File: src/rtl/uart_pkg.sv
// Shared types and helpers for the UART receiver.
package uart_pkg;

  // Receiver frame states
  typedef enum logic [2:0] {
    IDLE   = 3'd0,
    START  = 3'd1,
    DATA   = 3'd2,
    PARITY = 3'd3,
    STOP   = 3'd4
  } rx_state_e;

  // cfg_bits_i encodings
  localparam logic [1:0] BITS_5 = 2'b00;
  localparam logic [1:0] BITS_6 = 2'b01;
  localparam logic [1:0] BITS_7 = 2'b10;
  localparam logic [1:0] BITS_8 = 2'b11;

  // Number of data bits (5..8) selected by cfg_bits
  function automatic logic [3:0] bits_from_cfg(input logic [1:0] cfg_bits);
    return 4'd5 + {2'b00, cfg_bits};
  endfunction

endpackage

File: src/rtl/uart_rx_sync.sv
// Serial line synchronizer with optional 3-sample majority glitch filter.
// Optional feature macro: UART_RX_GLITCH_FILTER_EN.
module uart_rx_sync #(
  parameter int SYNC_STAGES = 2
) (
  input  logic clk_i,
  input  logic rstn_i,
  input  logic rx_i,
  output logic rx_s
);

  logic [SYNC_STAGES-1:0] sync_q;

  // Metastability chain; idle-high reset so no false start after reset
  always_ff @(posedge clk_i or negedge rstn_i) begin
    if (!rstn_i) sync_q <= '1;
    else         sync_q <= {sync_q[SYNC_STAGES-2:0], rx_i};
  end

`ifdef UART_RX_GLITCH_FILTER_EN
  logic [2:0] filt_q;

  // Last three synchronized samples; a single-clock pulse never wins a vote
  always_ff @(posedge clk_i or negedge rstn_i) begin
    if (!rstn_i) filt_q <= 3'b111;
    else         filt_q <= {filt_q[1:0], sync_q[SYNC_STAGES-1]};
  end

  assign rx_s = (filt_q[0] & filt_q[1]) | (filt_q[0] & filt_q[2]) | (filt_q[1] & filt_q[2]);
`else
  assign rx_s = sync_q[SYNC_STAGES-1];
`endif

endmodule

File: src/rtl/uart_rx_core.sv
// UART receiver: start/5-8 data/optional even parity/stop, valid/ready output,
// sticky error flag. Optional feature macro: UART_RX_GLITCH_FILTER_EN
// (majority filter inside uart_rx_sync).
module uart_rx_core
  import uart_pkg::*;
#(
  parameter int SYNC_STAGES = 2
) (
  input  logic        clk_i,
  input  logic        rstn_i,
  input  logic        rx_i,
  input  logic [15:0] cfg_div_i,
  input  logic        cfg_en_i,
  input  logic        cfg_parity_en_i,
  input  logic [1:0]  cfg_bits_i,
  output logic        busy_o,
  output logic        err_o,
  input  logic        err_clr_i,
  output logic [7:0]  rx_data_o,
  output logic        rx_valid_o,
  input  logic        rx_ready_i
);

  logic       rx_s;
  logic       rx_prev_q;

  rx_state_e  state_q, state_d;
  logic [15:0] cnt_q, cnt_d;
  logic [2:0] bit_q, bit_d;
  logic [7:0] sh_q, sh_d;
  logic       perr_q, perr_d;
  logic       ferr_q, ferr_d;
  logic       done_q, done_d;

  logic [3:0] nbits;
  logic [15:0] half_div;
  logic       err_set;

  uart_rx_sync #(.SYNC_STAGES(SYNC_STAGES)) u_sync (
    .clk_i  (clk_i),
    .rstn_i (rstn_i),
    .rx_i   (rx_i),
    .rx_s   (rx_s)
  );

  assign nbits    = bits_from_cfg(cfg_bits_i);
  assign half_div = cfg_div_i >> 1;
  assign busy_o   = (state_q != IDLE);

  // Previous line value for start-edge detection
  always_ff @(posedge clk_i or negedge rstn_i) begin
    if (!rstn_i) rx_prev_q <= 1'b1;
    else         rx_prev_q <= rx_s;
  end

  // Frame state, baud/bit counters and shift register
  always_ff @(posedge clk_i or negedge rstn_i) begin
    if (!rstn_i) begin
      state_q <= IDLE;
      cnt_q   <= '0;
      bit_q   <= '0;
      sh_q    <= '0;
      perr_q  <= 1'b0;
      ferr_q  <= 1'b0;
      done_q  <= 1'b0;
    end else begin
      state_q <= state_d;
      cnt_q   <= cnt_d;
      bit_q   <= bit_d;
      sh_q    <= sh_d;
      perr_q  <= perr_d;
      ferr_q  <= ferr_d;
      done_q  <= done_d;
    end
  end

  // Next-state: start bit checked mid-bit, later bits one full period apart
  always_comb begin
    state_d = state_q;
    cnt_d   = cnt_q + 16'd1;
    bit_d   = bit_q;
    sh_d    = sh_q;
    perr_d  = perr_q;
    ferr_d  = ferr_q;
    done_d  = 1'b0;

    case (state_q)
      IDLE: begin
        cnt_d = '0;
        if (cfg_en_i && rx_prev_q && !rx_s) begin
          state_d = START;
          sh_d    = '0;
          bit_d   = '0;
          perr_d  = 1'b0;
          ferr_d  = 1'b0;
        end
      end
      START: begin
        if (cnt_q == half_div) begin
          cnt_d   = '0;
          state_d = rx_s ? IDLE : DATA;
        end
      end
      DATA: begin
        if (cnt_q == cfg_div_i) begin
          cnt_d       = '0;
          sh_d[bit_q] = rx_s;
          if ({1'b0, bit_q} == nbits - 4'd1) state_d = cfg_parity_en_i ? PARITY : STOP;
          else                               bit_d   = bit_q + 3'd1;
        end
      end
      PARITY: begin
        if (cnt_q == cfg_div_i) begin
          cnt_d   = '0;
          perr_d  = (^sh_q) ^ rx_s;
          state_d = STOP;
        end
      end
      STOP: begin
        // Leave mid stop bit so the next start edge is not missed
        if (cnt_q == cfg_div_i) begin
          cnt_d   = '0;
          ferr_d  = !rx_s;
          done_d  = 1'b1;
          state_d = IDLE;
        end
      end
      default: state_d = IDLE;
    endcase

    if (!cfg_en_i) begin
      state_d = IDLE;
      cnt_d   = '0;
      done_d  = 1'b0;
    end
  end

  // Overrun: a byte lands while the previous one is still unconsumed
  assign err_set = done_q && (perr_q || ferr_q || (rx_valid_o && !rx_ready_i));

  // Output byte register and valid/ready handshake
  always_ff @(posedge clk_i or negedge rstn_i) begin
    if (!rstn_i) begin
      rx_data_o  <= '0;
      rx_valid_o <= 1'b0;
    end else if (done_q) begin
      rx_data_o  <= sh_q;
      rx_valid_o <= 1'b1;
    end else if (rx_valid_o && rx_ready_i) begin
      rx_valid_o <= 1'b0;
    end
  end

  // Sticky error; a new error beats a simultaneous clear
  always_ff @(posedge clk_i or negedge rstn_i) begin
    if (!rstn_i)        err_o <= 1'b0;
    else if (err_set)   err_o <= 1'b1;
    else if (err_clr_i) err_o <= 1'b0;
  end

endmodule

File: config.mk
export PLATFORM = sky130hd
export DESIGN_NAME = uart_rx_core
export DESIGN_NICKNAME = d
export VERILOG_FILES = /design/src/rtl/uart_pkg.sv /design/src/rtl/uart_rx_sync.sv /design/src/rtl/uart_rx_core.sv
export SDC_FILE = /design/constraint.sdc
export NUM_CORES = 1
export LEC_CHECK = 0
export CORE_MARGIN = 1.5
export CORE_UTILIZATION = 50
export CTS_CLUSTER_DIAMETER = 50
export DETAILED_ROUTE_END_ITERATION = 16
export GPL_TIMING_DRIVEN = 0
export PLACE_DENSITY = 0.83
export SYNTH_ARGS = -nofsm -noshare
export SYNTH_HDL_FRONTEND = slang
export SYNTH_SLANG_ARGS = --single-unit
File: constraint.sdc
create_clock -name clk_i -period 3.79 [get_ports clk_i]
set_input_delay 0.758 -clock clk_i [delete_from_list [all_inputs] [get_ports clk_i]]
set_output_delay 0.758 -clock clk_i [all_outputs]
set_load 0.005 [all_outputs]
# After elaboration in Yosys (flattened, before gate mapping)
# Index checks and enable logic that the tools add are counted.
[word_totals]
reg_bits = 46
latchBits = 0
ramBits = 0
rom_bits = 0
input_bits = 25
wordCells = 97
memories = 0
[op_classes]
addsub = 4
mul = 0
n_div = 0
n_lt_le_gt_ge = 2
n_eq_ne = 18
n_shift = 0
mux = 36
bitwise = 1
n_reduce_logical = 24
[ops]
columns = ["cell", "count"]
rows = [
  ["$mux W16", 3],
  ["$pmux W16 S3", 1],
  ["$mux W3", 11],
  ["$ne A3 B3 Y1 const B", 6],
  ["$add A16 B1 Y16 const B", 1],
  ["$eq A16 B15 Y1", 1],
  ["$eq A16 B16 Y1", 1],
  ["$mux W8", 2],
  ["$pmux W8 S2", 1],
  ["$pmux W3 S5", 1],
  ["$mux W1", 11],
  ["$ne A2 B2 Y1 const B", 5],
  ["$reduce_bool A2 Y1", 5],
  ["$reduce_and A3 Y1", 3],
  ["$bwmux W8", 1],
  ["$reduce_xor A8 Y1", 1],
  ["$eq A3 B2 Y1 const B", 2],
  ["$logic_and A1 B1 Y1", 6],
  ["$pmux W3 S2", 1],
  ["$reduce_and A6 Y1", 1],
  ["$add A3 B2 Y4 const A", 1],
  ["$eq A3 B4 Y1", 1],
  ["$lt A3 B4 Y1 const B", 1],
  ["$pmux W1 S2", 2],
  ["14 further kinds", 16],
]

# Longest topological paths before layout
# Gate-level depths: netlist of the first run.
[logic_depth]
depth_word = 7
ltp_mapped = 7
ltp_nobuf = 5

# Modules after synthesis
# Synthesis of the first run repeated with hierarchy kept, for this count alone.
[unflattened]
cells_unflattened = 281
hier_area_um2 = 2802.7
[by_module_without_submodules]
columns = ["module", "n_inst", "cells_per_inst", "area_each_um2", "seq_area_each_um2"]
rows = [
  ["uart_rx_core", 1, 279, 2750.1, 1102.3],
  ["uart_rx_sync", 1, 2, 52.6, 52.6],
]

# Worst setup path after synthesis of the first run
# OpenSTA, ideal clock, no wires.
[synth_timing]
kind = "in2reg"
from = "input port cfg_div_i[10]"
to = "register sh_q[6]"
setup_ps = 79
t_arrival_ps = 1994
t_required_ps = 3711
slack_ps = 1716
stages = 5
path_buffers = 0
cell_sequence = "xor2_1 > nor4_2 > nand4_2 > nor4_1 > mux2i_1"
[synth_between]
elab_chain_cells = 3
[synth_lines]
columns = ["element", "line_no", "source"]
rows = [
  ["start: declaration", "uart_rx_core.sv:12", "input logic [15:0] cfg_div_i,"],
  ["$eq A16 B16 Y1", "uart_rx_core.sv:105", "if (cnt_q == cfg_div_i) begin"],
  ["$ne A2 B2 Y1 (no source line)", "-", ""],
  ["$reduce_and A3 Y1 (no source line)", "-", ""],
  ["end signal: assignment", "uart_rx_core.sv:62", "sh_q <= '0;"],
  ["end signal: assignment", "uart_rx_core.sv:70", "sh_q <= sh_d;"],
  ["end: declaration", "uart_rx_core.sv:30", "logic [7:0] sh_q, sh_d;"],
]
# No other way between the ends.
# A chain may end at the register's enable or synchronous reset.

# Worst setup path after layout of the first run
# Ends and elaborated chain as after synthesis.

==> run summary, run 1 <==
Gates resized during post-CTS repair numbered 0. The critical setup path kind is in -> reg. For the pin with the worst max-slew slack, the measured transition is around 0.67 ns. The final max-slew violation count came to 0. The clock network fraction of total power is approximately a third. The aggregate global routing overflow is 0. The async set-reset flop share out of synthesis is 100%. The via count of the first global-routing pass came out at approximately 2100. The detailed-route wire length per cell came out at 14.8 µm. The post-placement cell area is between 3000 and 4000 µm². The total DRC errors in the routed layout came out at 0. The sequential cell area fraction in the yosys report is 43.3%.

The total clock sinks came out at 46. The endpoint identified for the worst register-to-register timing path is cnt_q[11]. The placeable core region came out at 5140 µm².

The global-route wire length before repair came out at approximately 9.8 mm. Walking the worst path, the cells encountered are clkdlybuf4s50_1, xor2_1, nor4_2, nand4_2, nor4_1, mux2i_1. The number of cells on the worst reg-to-reg path came out at 7.

STA classifies the critical path endpoint as a flop. The root buffer cell chosen for the clock tree is clkbuf_8. The congestion estimate from routability-driven global placement came to between 0.8 and 0.9.

The number of maximum-capacitance constraint violations is 0. The combinational cell fraction of total power is 10.7%. The cell-internal power came out at ~690 µW. The clock passes through at most 2 buffers. The fmax is roughly 390 MHz. The final number of hold-violating endpoints came out at 0.

The delay of the slowest cell on the worst path is ~0.48 ns. The final non-filler cell area came out at 3210 µm². The total number of H-tree levels came out at 2. The worst register-to-register path begins at cnt_q[7]. The TritonCTS clock tree is done. The clock reaches the later pin of the worst-skew pair after 0.30 ns. The die height came out at about 76 µm.

The worst setup slack for register-to-register paths is ~1.7 ns. The average footprint of a synthesized cell is between 10 and 15 µm². Cells with a size suffix above 1 make up 11.7% of the layout. The number of instances in the synthesized netlist came out at roughly 260. The sum of net half-perimeters after detailed placement came out at around 4.2 mm. The path with the worst hold slack has its endpoint at u_sync.sync_q[1].

The top cell type's share of synthesized area came out at 40.3%. The routed via count is approximately 2000. The die span in x is ~76 µm.

The first-pass detailed-route iteration total came out at 4. Setup repair after global routing left no endpoint under its margin. The die area is 5790 µm².

The peak supply drop is 0.000244 V. After synthesis, the cell types taking the most area are dfrtp_1 40%, xor2_1 12%, xnor2_1 5.9%, mux2i_1 5.2%, nor3_1 3.7%. The total of warnings raised by yosys came out at 0. The number of buffers and inverters on the critical path came out at 1.

Entering global routing, the biggest net connects 27 pins. The vias per cell came out at 5.41. The commonest register cell after synthesis is dfrtp_1. The final layout net count came out at 333. The leakage power is between 0.001 and 0.0015 µW. For this design the ratio of total power to cell area is about 280 nW/µm². The family with the most delay on the worst path is simple AND/OR/NAND/NOR gates. For this design the total switching power over the nets is approximately 210 µW. The biggest area consumer among synthesized cells is dfrtp_1.

The slowest stage of the critical path is the nor4_1 cell. The initial utilization of the core area, before any placement, comes to 51.9%. The count of antenna-violating nets left after detailed routing came out at 0. The number of antenna diodes in the final layout is 0. The run finished with clean final reports. In this run the tool buffered the top-level ports with 35 buffer cells.

After floorplanning, the core was divided into 26 placement rows. The required arrival time at the worst endpoint came out at roughly 4 ns. The register bit count reported by yosys is 46. Clock-pin slew was measured on the worst setup and hold paths at 0.08 ns. The number of hold buffers added after CTS was 0. The final total negative setup slack came out at 0 ns.

Of the total power, the share spent switching nets is a little under a quarter. The count of distinct cell types in the synthesized netlist came out at 40. Headroom to the max-slew limit came out at between 50% and 60%.

The class of the worst hold path is reg -> reg. The final critical delay including setup and external delays came out at 2.57 ns. Post-CTS timing repair inserted 0 buffers for setup. By count the netlist is led by 43 x dfrtp_1, 37 x xor2_1, 22 x nand2_1, 20 x nor3_1, 18 x xnor2_1. The total setup violations reported at the end of the flow is 0. From synthesis to final layout, the design area changed by 20.4%.

The post-route clock skew came out at a little over 0.006 ns. The number of enable-type register cells in the synthesized netlist came out at 0. The arrival time of data at the critical path endpoint came out at 2.79 ns. The number of antenna violations at the first check in global routing came out at 0. The number of buffers created by CTS is 5. After synthesis the cells add up to about 2700 µm². The portion of total power attributed to sequential cells is 55.4%. The part of the cycle the worst path needs is 67.9%.

The routed wire length came out at roughly 5.6 mm. Yosys instantiated no cell more often than dfrtp_1. The detailed router's first-iteration violation count is between 100 and 150. The worst hold path passes through 0 cells.

The worst-path maximum fanout is 6. The number of nets handed over by synthesis was 290. The I/O pin total is 36.

The worst hold path begins at u_sync.sync_q[0]. STA classifies the critical path startpoint as an input port. The all-layer global routing usage came out at around a fifth.
final cells by class:
type / instances / area, µm²
Fill cell: 461 / 1930
Timing Repair Buffer: 36 / 365
Clock inverter: 1 / 5.00
Sequential cell: 46 / 1150
Multi-Input combinational cell: 191 / 1390
Clock buffer: 7 / 86.3
Buffer: 15 / 82.6
Inverter: 11 / 41.3
Tap cell: 70 / 87.6
sequential cells by signal (all words and copies together) (netlist names):
signal,flops
err_o,1
perr_q,1
rx_data_o,8
u_sync.sync_q,2
rx_valid_o,1
cnt_q,16
ferr_q,1
bit_q,3
done_q,1
sh_q,8
rx_prev_q,1
state_q,3
worst register-to-register path: stages, from the launching register on:
cell     delay, ns
dfrtp_1       0.36
buf_2         0.16
xor2_1        0.17
nor4_1        0.35
nand4_1       0.28
o32ai_4       0.43
buf_6         0.20
nor3_1        0.06
metal layers:
metal / GRT usage (%) / vias to the layer above / part of all wire [%]
met5: 0 / - / 0
met4: 6.11 / 0 / 0.75
met3: 4.67 / 4 / 3.0
met2: 35.0 / 39 / 49
met1: 28.2 / 1003 / 47
li1: - / 993 / -
cells in the final DEF (no fill, tap or decap), types with 2 or more instances in the layout:
cell type,Yosys,routed
buf_2,6,7
clkdlybuf4s50_1,0,34
nor2_1,12,12
nand3_1,8,8
mux2_2,8,8
xor2_1,37,37
clkbuf_1,6,7
inv_1,11,11
nor2b_1,4,4
ha_1,2,2
clkbuf_8,0,6
and3_1,2,2
nand2b_1,2,2
nor4_1,6,6
dfrtp_1,43,43
nor3_1,20,20
buf_6,2,2
nand2_1,22,22
and4_1,3,3
nand4_1,10,10
mux2i_1,14,14
a31oi_1,3,3
dfstp_2,3,3
nor4_2,4,4
xnor2_1,18,18
how the worst max path moves through the flow:
stage / end / depth (start not counted) / from / slack, ns
6_report: sh_q[6] / 6 / cfg_div_i[10] / 1.22
5_1_grt: cnt_q[11] / 7 / cfg_div_i[5] / 1.08
4_1_cts: sh_q[7] / 6 / cfg_div_i[10] / 1.23
3_5_place_dp: sh_q[7] / 6 / cfg_div_i[10] / 0.92
3_3_place_gp: err_o / 1 / rstn_i / 0.71
2_1_floorplan: sh_q[6] / 5 / cfg_div_i[10] / 1.72
power groups by stage:
stage	clock network, µW	logic [µW]	registers [µW]
after floorplan	0	41.8	508
after global placement	0	92.5	509
after detailed placement	0	96.2	508
after CTS	313	96.8	499
after global routing	336	107	499
final	305	96.5	499
stage by stage:
stage / setup WS [ns] / utilization, % / cells / power, µW / hold slack [ns]
3_5_place_dp: 0.923 / 60.8 / 369 / 605 / 0.347
6_report: 1.22 / 62.5 / 377 / 901 / 0.358
5_1_grt: 1.08 / 62.5 / 377 / 942 / 0.362
3_3_place_gp: 0.714 / 60.5 / 368 / 601 / 0.347
2_1_floorplan: 1.72 / - / 263 / 549 / 0.345
4_1_cts: 1.23 / 62.5 / 377 / 909 / 0.359
kinds of logic after synthesis:
logic type,after synthesis,synth area share [%]
multiplexers,22,8.62
flip-flops,46,43.3
AO/OA/AOI/OAI,13,4.26
AND/OR/NAND/NOR,99,20.2
buffers and inverters,26,4.64
adder cells (fa/ha/maj),2,0.937
XOR/XNOR,55,18.0
Power figures use the tool's default switching activity.
==> run 2: changes to the inputs <==
Settings changed: PLACE_DENSITY 0.83 to 0.86.
Clock period 3.79 ns to 2.3 ns, I/O delays scaled along.
==> run 2 against run 1 <==
  * Via count increased by 1.3%
  * Count of clock-buffer cells in the layout unchanged
  * Largest cell class unchanged
  * Sequential share of layout area decreased by 0.46 points
  * Highest routed layer unchanged
  * Critical endpoint is now sh_q[7]
==> run summary, run 2 (synthesis gave the netlist of run 1 again) <==
The run finished with clean final reports. The arrival time of data at the critical path endpoint came out at around 2.4 ns. The cell at the slowest stage of the critical path is clkdlybuf4s50_1.

The routed via count came out at 2065. The standard-cell row count is 26. The path class of the tightest hold or removal check is in -> async. The switching share of power came out at about a quarter. The portion of total power attributed to sequential cells came out at between 50% and 60%.

CTS placed an instance of clkbuf_8 at the clock tree root. At the placement stage, the worst setup path has a slack of -0.292 ns. The number of buffers created by CTS is 5. More flip-flops sit in one register than any other, and that register is cnt_q. In the final routed layout, each cell accounts on average for around 15 µm. The worst-path maximum fanout is 6. The layout overhead on the synthesized area is 21.9%. The placeable core region is 5140 µm². The cell total after placement is around 370. The delay of the slowest cell on the worst path came out at roughly 0.44 ns. STA classifies the critical path startpoint as an input port. The count of antenna-violating nets left after detailed routing came out at 0. The final total negative setup slack came out at 0 ns.

The most common cell after layout, fill and taps aside is dfrtp_1. The transition time at the pin with the least slew margin is between 0.6 and 0.7 ns. The total DRC errors in the routed layout is 0. The final max-slew violation count came out at 0. The peak supply drop is about 0.0003 V. Clock-pin slew was measured on the worst setup and hold paths at roughly 0.09 ns. The flip-flop count of the largest register after layout came out at 16. The post-route netlist has approximately 14% of its cells at a drive strength greater than 1. The I/O pin total came out at 36. Once layout is complete, the utilization of the core stands at 63.3%. Final hold analysis gives a worst-case slack of around 0.077 ns.

TritonCTS built the clock tree. Counting stages on the worst path, the most repeated cell is nor4_2. The relative slew slack is 57.6%. The number of antenna violations at the first check in global routing is 0. The sum of net half-perimeters after detailed placement is between 4 and 5 mm.

Setup violations remaining at the end of the flow were counted as 0. The detailed router's first-iteration violation count is ~110. The largest net degree at the start of global routing came out at 30. The global-route wire length before repair is between 9 and 10 mm. In this run, the combinational gates consume about a tenth of the power. The die covers a little under 6000 µm². The congestion estimate from routability-driven global placement came to about 0.84. For this design, the CTS-stage hold fixing added 0 buffers. The number of buffers on the longest clock path is 2.

The first-pass detailed-route iteration total came out at 4. The final critical delay including setup and external delays came out at between 2 and 2.5 ns. At the worst endpoint, the required time is around 2.5 ns.

The critical register-to-register path startpoint is cnt_q[9]. The number of maximum-capacitance constraint violations came out at 0. The cell-internal power came out at 1140 µW. The total number of H-tree levels is 2.

The total inserted antenna cells is 0. The post-route clock skew came out at between 0.015 and 0.02 ns. The number of buffers inserted by port buffering came out at 35. The vias per cell is 5.45. The kind of capture point of the worst setup path is a flop. Dividing the final minimum period by the clock period gives a little over nine tenths. The fmax came out at around 460 MHz. The post-layout worst setup margin is 0.125 ns. The reported net switching power came out at about 370 µW. The critical path is of the in -> reg type. The final number of hold-violating endpoints is 0. The origin of the worst setup path is cfg_div_i[10]. The all-layer global routing usage is 20.2%. In this run the horizontal extent of the chip is roughly 76 µm.

For this run, the post-layout net count is around 340. The via count of the first global-routing pass is 2028. The aggregate global routing overflow is 0.

Broken down by cell family, the worst path's largest delay share belongs to simple AND/OR/NAND/NOR gates. The routed wire length is ~5.6 mm. The number of buffers and inverters on the critical path is 1.

In this run the power density over the cells is ~460 nW/µm². Once layout is complete, the cells apart from fillers number roughly 380. The die height came out at roughly 76 µm. The largest registers in the layout are cnt_q: 16 flops, rx_data_o: 8 flops, sh_q: 8 flops. The initial standard-cell utilization of the core is about half. Walking the worst path, the cells encountered are clkdlybuf4s50_1, xor2_1, nor4_2, nand4_2, nor4_2, mux2i_1. The clock network fraction of total power came out at a little over a third. In the layout the commonest cells are 43 x dfrtp_1, 37 x xor2_1, 34 x clkdlybuf4s50_1. The clock reaches the later pin of the worst-skew pair after between 0.3 and 0.4 ns. The leakage power came out at ~0.0015 µW. CTS saw 46 sinks.
==> run 2: cell count changes in the layout (fill, tap and decap cells not counted) <==
| cell | before | now |
|---|---|---|
| clkinv_2 | 1 | 0 |
| clkbuf_1 | 7 | 6 |
| inv_6 | 0 | 1 |
| nor4_2 | 4 | 7 |
| nor4_1 | 6 | 3 |
| buf_4 | 1 | 4 |
==> run 2: stage by stage <==
| stage | area, µm² | total power [µW] |
|---|---|---|
| detailed placement | 3120 | 995 |
| CTS | 3220 | 1510 |
| floorplan | 2670 | 905 |
| finish | 3260 | 1510 |
| global route | 3260 | 1560 |
| global placement | 3110 | 989 |
==> run 2: cell type report <==
| type | instances | area (µm²) |
|---|---|---|
| Buffer | 14 | 78.8 |
| Clock buffer | 7 | 86.3 |
| Clock inverter | 1 | 8.76 |
| Tap cell | 70 | 87.6 |
| Fill cell | 415 | 1880 |
| Inverter | 11 | 41.3 |
| Multi-Input combinational cell | 191 | 1410 |
| Timing Repair Buffer | 39 | 388 |
| Sequential cell | 46 | 1150 |
==> run 2: what timing repair did <==
action                                 CTS  global route
gates resized for setup                  0             3
setup buffers                            0             3
setup endpoints to repair                0            13
endpoints found under the hold margin    0             0
==> run 2: worst register-to-register path, delay by kind of cell (launching register included) <==
family	cells	cell delay [ns]
flip-flops	1	0.36
AND/OR/NAND/NOR	3	1.08
buffers and inverters	1	0.16
XOR/XNOR	1	0.16
multiplexers	1	0.22
==> run 2: per-layer routing <==
metal / vias to the layer above / track usage, % / wire length (µm)
met1: 1009 / 26.1 / 2410
met4: 0 / 6.11 / 65
met3: 8 / 4.07 / 280
met2: 53 / 34.3 / 2820
li1: 995 / - / -
met5: - / 0 / 0
==> run 2: power groups by stage <==
stage	clock [µW]	sequential (µW)	combinational (µW)
after floorplan	0	836	68.9
after global placement	0	838	151
after detailed placement	0	838	157
after CTS	534	822	158
after global routing	568	826	171
final	529	825	155
==> run 2: final timing paths <==
path / to / slack (ns) / cells after the start
setup / recovery: sh_q[7] / 0.12 / 6
hold / removal: cnt_q[0] / 0.08 / 1
setup reg to reg: sh_q[7] / 0.25 / 6
hold reg to reg: u_sync.sync_q[1] / 0.36 / 0
max in group asynchronous: u_sync.sync_q[0] / 1.66 / 2
min in group clk_i: u_sync.sync_q[1] / 0.36 / 0
==> run 3: changes to the inputs <==
Settings changed: CORE_MARGIN 1.5 to 3.
==> run 3 against run 2 <==
  * Worst hold slack improved by 0.058 ns
  * Core utilization rose by 3.0 points
  * Cell count is 0.26% lower
  * Clock power increased by 5.1%
  * First-iteration DRC count decreased by 6.5%
  * Die area is 8.0% higher
  * Sequential cell count unchanged
  * Critical path type unchanged
==> run summary, run 3 (synthesis gave the netlist of run 1 again) <==
The flow ran to the end, and the final reports show no timing, DRC or antenna violations. The die height is approximately 79 µm. The number of antenna violations at the first check in global routing was 0. Walking the worst path, the cells encountered are clkdlybuf4s50_1, xor2_1, nor4_2, nand4_2, nor4_2, mux2i_1.

The largest registers in the layout are cnt_q: 16 flops, rx_data_o: 8 flops, sh_q: 8 flops. After detailed routing, the total wire length is about 5.8 mm. TritonCTS built the clock tree. The sum of net half-perimeters after detailed placement is between 4 and 5 mm. The count of antenna-violating nets left after detailed routing is 0.

The global-route wire length before repair is approximately 9.5 mm. Counting every sink on the clock net gives 46. The via count of the first global-routing pass is between 2000 and 2500.

The worst-case setup slack after placement came out at -0.307 ns. The die span in x came out at about 79 µm. The critical setup path kind is in -> reg. Entering global routing, the biggest net connects 25 pins. The relative slew slack is 49.2%. Clock-pin slew was measured on the worst setup and hold paths at 0.09 ns. In the final routed layout, each cell accounts on average for 15.2 µm. The total inserted antenna cells is 0.

The number of buffers on the longest clock path is 2. The final layout net count came out at ~340. The required arrival time at the worst endpoint came out at 2.53 ns. Data arrives at the worst endpoint at 2.41 ns. The final estimated routing congestion in global placement came out at 0.924. The final non-filler cell area is 3280 µm². The number of maximum-capacitance constraint violations came out at 0.

Of the cells placed in the final design, the portion with a size suffix greater than 1 is 14.1%. The aggregate global routing overflow came out at 0. The total design power came out at around 1500 µW. The most numerous cell type found on the critical path is nor4_2.

The fmax is around 460 MHz. The I/O pin total is 36. The leakage power is between 0.001 and 0.0015 µW. The standard-cell row count is 25. Clock tree synthesis selected as its root buffer the cell clkbuf_8. The flip-flop count of the largest register after layout is 16. The post-layout worst setup margin came out at roughly 0.11 ns.

Leaving out fill and tap cells, the most frequent cell in the layout is dfrtp_1. From synthesis to final layout, the design area changed by 22.8%. The die covers around 6300 µm². The final worst hold slack is roughly 0.13 ns. The quantity of hold-fixing buffers added after cts came out at 0.

The peak supply drop is ~0.00034 V. For the final database, setup skew stands at around 0.013 ns. For this run, design rule violations remaining after detail routing come to 0. STA classifies the critical path startpoint as an input port. The slowest stage of the critical path is the clkdlybuf4s50_1 cell. cnt_q holds more flip-flops than any other register. Buffers inserted during clock tree synthesis total 5. Summing all placed instances gives a cell area of roughly 3100 µm². The number of buffers inserted by port buffering came out at 35.

After detailed routing, the number of vias per cell comes to approximately 5.5. Excluding fillers, the count of instances in the completed layout stands at between 300 and 400. The total number of H-tree levels is 2. The final critical delay including setup and external delays is roughly 2.2 ns. The final number of hold-violating endpoints came out at 0. The power density relative to cell area is about 470 nW/µm². The part of the cycle the worst path needs is 95.0%.

The kind of capture point of the worst setup path is a flop. The detailed router's first-iteration violation count is 100. The top cell types in the final layout, fill and taps aside, are 43 x dfrtp_1, 37 x xor2_1, 34 x clkdlybuf4s50_1. Across every metal layer, demand over resource in global routing totals about a fifth.

The cell total after placement came out at between 300 and 400. The transition time at the pin with the least slew margin is 0.743 ns. In this run the worst hold path is classified as in -> async. For the worst-skew pair, the clock arrives at the later sink with an insertion delay of between 0.3 and 0.4 ns. The core region is approximately 4900 µm². The final max-slew violation count came out at 0. The total setup violations reported at the end of the flow is 0. The delay of the slowest cell on the worst path came out at about 0.45 ns. The initial standard-cell utilization of the core came out at 54.0%. The routed via count came out at between 2000 and 2500. The first TritonRoute pass finished after 4 iterations. The worst-path maximum fanout came out at 6.
[run 3: report_power, final]
| group | switching, µW | leakage, µW | internal, µW |
|---|---|---|---|
| Clock | 280 | 0.0000544 | 276 |
| Combinational | 84.4 | 0.000809 | 74.0 |
| Sequential | 8.58 | 0.000631 | 817 |
[run 3: what timing repair did]
item,4_1_cts,5_1_grt
endpoints found under the setup margin,0,13
setup buffers,0,5
resized for setup,0,2
[run 3: final cells by class]
class	count	area, µm²
sequential	46	1150
clock buffer	7	96.3
inverter	11	41.3
timing repair buffer	41	410
clock inverter	1	8.76
tap	67	83.8
buffer	14	78.8
multi-input combinational	191	1400
fill	386	1660
[run 3: per-stage QoR]
stage | setup TNS (ns) | utilization, %
2_1_floorplan | 0 | -
3_3_place_gp | -24.22 | 62.8
3_5_place_dp | -6.27 | 63.3
4_1_cts | 0 | 65.4
5_1_grt | -0.0119 | 66.3
6_report | 0 | 66.3
[run 3: worst paths after layout]
check / startpoint / to / slack [ns] / cells after the start
setup reg to reg: bit_q[0] / state_q[0] / 0.21 / 6
min in group clk_i: u_sync.sync_q[0] / u_sync.sync_q[1] / 0.36 / 0
hold / removal: rstn_i / cnt_q[10] / 0.13 / 1
setup / recovery: cfg_div_i[10] / sh_q[7] / 0.11 / 6
hold reg to reg: u_sync.sync_q[0] / u_sync.sync_q[1] / 0.36 / 0
max in group asynchronous: rstn_i / rx_prev_q / 1.58 / 2
[run 3: critical path, delay by kind of cell]
kind          cells  cell delay (ns)
simple gates      3             1.09
buf+inv           1             0.45
mux               1             0.22
xor+xnor          1             0.18
[run 3: layer usage]
| metal | up-vias | part of all wire, % | global-route usage, % |
|---|---|---|---|
| li1 | 999 | - | - |
| met2 | 66 | 48 | 30.3 |
| met5 | - | 0 | 0 |
| met3 | 13 | 5.3 | 3.85 |
| met1 | 1015 | 45 | 26.5 |
| met4 | 0 | 2.5 | 8.08 |
